`src/rtl/adc_serial_reader.sv`:
```
// adc_serial_reader: SPI-style master that reads one 12-bit conversion per frame from an ADCS7476-class ADC.
// Optional macro ADC_FRAME_CHECK_EN adds frame_err, flagging nonzero leading bits [15:12].
`timescale 1ns/1ps
module adc_serial_reader #(
  parameter int unsigned CLK_DIV   = 4,
  parameter int unsigned QUIET_CYC = 8
) (
  input  logic        clk,
  input  logic        rst,
  input  logic        enable,
  input  logic        sdata,
  output logic        cs_n,
  output logic        sclk,
  output logic [11:0] sample,
`ifdef ADC_FRAME_CHECK_EN
  output logic        frame_err,
`endif
  output logic        done
);

  // Without the frame check only the low 12 bits are kept; the leading zeros shift out the top.
`ifdef ADC_FRAME_CHECK_EN
  localparam int unsigned SHIFT_W = 16;
`else
  localparam int unsigned SHIFT_W = 12;
`endif

  localparam logic [7:0] DIV_LAST   = 8'(CLK_DIV - 1);
  localparam logic [7:0] QUIET_LAST = 8'(QUIET_CYC - 1);

  typedef enum logic [2:0] {
    IDLE,
    CS_SETUP,
    SHIFT,
    CS_HOLD,
    GAP
  } state_t;

  state_t               r_state;
  logic [7:0]           r_div;
  logic [7:0]           r_quiet;
  logic [4:0]           r_bits;
  logic [SHIFT_W-1:0]   r_shift;
  logic                 r_cs_n;
  logic                 r_sclk;
  logic [11:0]          r_sample;
  logic                 r_done;
`ifdef ADC_FRAME_CHECK_EN
  logic                 r_frame_err;
`endif

  logic w_div_last;
  assign w_div_last = (r_div == DIV_LAST);

  always_ff @(posedge clk) begin
    if (rst) begin
      r_state     <= IDLE;
      r_div       <= '0;
      r_quiet     <= '0;
      r_bits      <= '0;
      r_shift     <= '0;
      r_cs_n      <= 1'b1;
      r_sclk      <= 1'b1;
      r_sample    <= '0;
      r_done      <= 1'b0;
`ifdef ADC_FRAME_CHECK_EN
      r_frame_err <= 1'b0;
`endif
    end else begin
      r_done <= 1'b0;
      case (r_state)
        IDLE: begin
          r_cs_n <= 1'b1;
          r_sclk <= 1'b1;
          r_div  <= '0;
          r_bits <= '0;
          if (enable) begin
            r_state <= CS_SETUP;
            r_cs_n  <= 1'b0;
          end
        end
        CS_SETUP: begin
          if (w_div_last) begin
            r_div   <= '0;
            r_sclk  <= 1'b0;
            r_state <= SHIFT;
          end else begin
            r_div <= r_div + 8'd1;
          end
        end
        SHIFT: begin
          // Capture on the cycle sclk is driven high; leave after the 16th high half-period.
          if (w_div_last) begin
            r_div <= '0;
            if (!r_sclk) begin
              r_sclk  <= 1'b1;
              r_shift <= {r_shift[SHIFT_W-2:0], sdata};
              r_bits  <= r_bits + 5'd1;
            end else if (r_bits == 5'd16) begin
              r_state <= CS_HOLD;
            end else begin
              r_sclk <= 1'b0;
            end
          end else begin
            r_div <= r_div + 8'd1;
          end
        end
        CS_HOLD: begin
          if (w_div_last) begin
            r_div    <= '0;
            r_state  <= GAP;
            r_cs_n   <= 1'b1;
            r_done   <= 1'b1;
            r_sample <= r_shift[11:0];
`ifdef ADC_FRAME_CHECK_EN
            r_frame_err <= |r_shift[15:12];
`endif
          end else begin
            r_div <= r_div + 8'd1;
          end
        end
        GAP: begin
          if (r_quiet == QUIET_LAST) begin
            r_quiet <= '0;
            r_state <= IDLE;
          end else begin
            r_quiet <= r_quiet + 8'd1;
          end
        end
        default: r_state <= IDLE;
      endcase
    end
  end

  assign cs_n   = r_cs_n;
  assign sclk   = r_sclk;
  assign sample = r_sample;
  assign done   = r_done;
`ifdef ADC_FRAME_CHECK_EN
  assign frame_err = r_frame_err;
`endif

endmodule

```
`config.mk`:
```
export PLATFORM = sky130hd
export DESIGN_NAME = adc_serial_reader
export DESIGN_NICKNAME = d
export VERILOG_FILES = /design/src/rtl/adc_serial_reader.sv
export SDC_FILE = /design/constraint.sdc
export NUM_CORES = 1
export LEC_CHECK = 0
export BUFFER_PORTS_ARGS = -buffer_cell sky130_fd_sc_hd__buf_2
export CAP_MARGIN = 20
export CORE_MARGIN = 5
export CORE_UTILIZATION = 40
export CTS_BUF_LIST = sky130_fd_sc_hd__clkbuf_8
export CTS_CLUSTER_DIAMETER = 150
export DETAILED_ROUTE_END_ITERATION = 12
export PLACE_DENSITY_LB_ADDON = 0.05
export SLEW_MARGIN = 20
export SYNTH_ARGS = -nofsm -noshare
export SYNTH_HDL_FRONTEND = slang
export SYNTH_SLANG_ARGS = --single-unit
```
`constraint.sdc`:
```
create_clock -name clk -period 3 [get_ports clk]
set_clock_uncertainty 0.15 [all_clocks]
set_input_delay 0.6 -clock clk [delete_from_list [all_inputs] [get_ports clk]]
set_output_delay 0.6 -clock clk [all_outputs]
set_load 0.005 [all_outputs]
```
==> results.yml <==
status:
  status: "completed"
timing:
  relSlewSlack_pct: 55.7
  max_freq_mhz: 418
  hold_viol: 0
  fin_crit_ps: 2390
  fin_tns_setup_ps: 0
  maxSlewViolCount: 0
  setup_slack_ps: 609
  post-route-period-util_pct: 79.7
  setup_viol: 0
  tightest_slew_ps: 661
  rsz0062_at_grt: "false"
setup_path:
  worstPathMaxFanout: 12
  worst-endpoint-required_ps: 3030
  worstPathArrival_ps: 2420
  critPathLaunchType: "flop"
  crit_path_end_kind: "flop"
  cpMaxStageDelayCell: "nand4_2"
  crit_type: "reg2reg"
  crit_family: "simple AND/OR/NAND/NOR gates"
  path_cells: "ha_1, nor4b_4, nand4_2, mux2i_1, nor2_1"
  cpPeakStageDelay_ps: 570
  timing.critical_path.buf_inv: 0
layout:
  drive_gt1_share_pct: 14.3
  final_area_um2: 2490
  instances_no_fill: 330
  fillCellCount: 539
  syn2layout_area_growth_pct: 10.2
  finalCoreUtilization_pct: 45.2
  antennaDiodeCount: 0
  final_net_count: 265
logic_synthesis:
  synth_area_leaders: "dfxtp_1 (45%), mux2i_1 (12%), nor2_1 (6.8%), nand2_1 (2.7%), ha_1 (2.2%)"
  synth_seq_cells: 51
  yosys.cell_types.count: 46
  synth-async-reset-ratio_pct: 0
  ys.warnings.count: 0
  synth_ff_type: "dfxtp_1"
  synth-seq-area-share_pct: 45.2
  ys_top_cells_by_count: "dfxtp_1 (51), nor2_1 (41), mux2i_1 (27)"
  syn_inst: 242
  synth_most_common_cell: "dfxtp_1"
  synth_edf_count: 0
  avgSynthCellArea_um2: 9.34
  syn_area_um2: 2260
  yosys.area.top_type: "dfxtp_1"
  yosysTopAreaCellShare_pct: 45.2
  synth_nets: 250
clock_network:
  clockBufferDepth: 2
  cts_max_level: 2
  cts_setup_buffers: 0
  cts.sink_count: 51
  path_clk_slew_ps: 90
  root_buffer: "clkbuf_8"
  cts_resized: 0
  cts_tree: "yes"
  cts_made_buffers: 5
  clk-insertion-delay-late_ps: 300
  hold_buffers: 0
routing:
  routed_wl_um: 4360
  first_iter_violations: 104
  detail_route.first_pass.iterations: 4
  wire_per_inst_um: 13.2
  vias: 1709
  drc: 0
  viasPerCell: 5.18
  postRouteAntennaNets: 0
global_route:
  grt_max_degree: 37
  track_usage_pct: 12.8
  antenna_found_initial: 0
  grt_pass1_vias: 1602
  grt_overflow: 0
  grt_pass1_wl_um: 7650
place:
  place_congestion: 0.729
  dp_hpwl_um: 3020
  placed_cells: 322
  pre_cts_ws_ps: 634
  dpl_cell_area_um2: 2390
  io_buffers: 18
min_path:
  hp-class: "reg2reg"
floorplan:
  num_io_pins: 19
  dieHeight_um: 85.2
  start_util_pct: 41.1
  num_rows: 27
  dieArea_um2: 7260
  die_w_um: 85.2
  core_area_um2: 5510
pwr:
  power_frac_comb_pct: 4.4
  p_sw_share_pct: 23.4
  p_clk_share_pct: 36.2
  p_leak_nw: 1.07
  seqPwrFrac_pct: 59.4
  power_density_nw_per_um2: 464
  switching_power_w: 0.000271
  p_int_w: 0.000886
  ir_drop_mv: 0.246
job:
  maxCapViolations: 0
[layer usage]
layer / vias up / global-route usage, % / part of all wire [%]
met3: 4 / 3.01 / 3.1
li1: 883 / - / -
met1: 798 / 17.7 / 51
met5: - / 0 / 0
met4: 0 / 4.75 / 1.1
met2: 24 / 19.4 / 44
[final cells by class]
class                   instances  area, um2  share of cell area [%]
multi-input cells             174       1160                    46.5
clock inverters                 2       16.3                   0.653
flip-flops and latches         51       1020                    41.0
well taps                      72       90.1                    3.62
clock buffers                   6       82.6                    3.31
inverters                       5       18.8                   0.753
repair buffers                 20        105                    4.22
[worst paths after layout]
check,from,to,slack [ps],cells past startpoint
setup / recovery,r_div[0],r_shift[8],610,5
setup reg to reg,r_div[0],r_shift[8],610,5
hold reg to reg,r_bits[4],r_bits[4],350,2
hold / removal,r_bits[4],r_bits[4],350,2
[state kept, by name, summed over array words and instances (netlist names)]
register,cells
r_div,8
sclk,1
r_bits,5
done,1
r_quiet,8
r_state,3
sample,12
cs_n,1
r_shift,12
[logic make-up after synthesis]
group | Yosys count | share of synthesized area (%)
buf+inv | 17 | 3.65
compound gates | 32 | 10.1
flops | 51 | 45.2
xor+xnor | 7 | 2.71
fa+ha+maj | 4 | 2.21
simple gates | 104 | 24.2
mux | 27 | 12.0
[cell usage in the layout (no fill, tap or decap), types with 4 or more instances in the layout]
| master | n |
|---|---|
| buf_2 | 18 |
| dfxtp_1 | 51 |
| nand2_1 | 16 |
| o21ai_0 | 8 |
| a21boi_0 | 4 |
| xor2_1 | 4 |
| inv_1 | 5 |
| or3_1 | 4 |
| nand3_1 | 9 |
| ha_1 | 4 |
| nor2_1 | 41 |
| a21oi_1 | 6 |
| nand4_1 | 5 |
| nor3_1 | 9 |
| mux2i_1 | 27 |
| clkbuf_8 | 6 |
[worst reg2reg max path, stage by stage (launching register included)]
cell and delay, ps:
dfxtp_1 400, ha_1 240, nor4b_4 550, nand4_2 570
mux2i_1 310, nor2_1 60
[metrics by stage]
step                      hold slack (ps)  total power [W]
after floorplan                       310         0.000741
after global placement                325         0.000756
after detailed placement              334         0.000755
after CTS                             350          0.00118
after global routing                  380          0.00121
final                                 350          0.00116
[power groups by stage]
stage	clock network, W	logic [W]	registers, W
5_1_grt	0.000461	0.0000572	0.000689
3_3_place_gp	0	0.0000523	0.000704
2_1_floorplan	0	0.0000419	0.000699
6_report	0.000419	0.0000507	0.000688
3_5_place_dp	0	0.0000519	0.000703
4_1_cts	0.000439	0.0000521	0.000688
No activity file was read; power rests on OpenSTA's default activity.
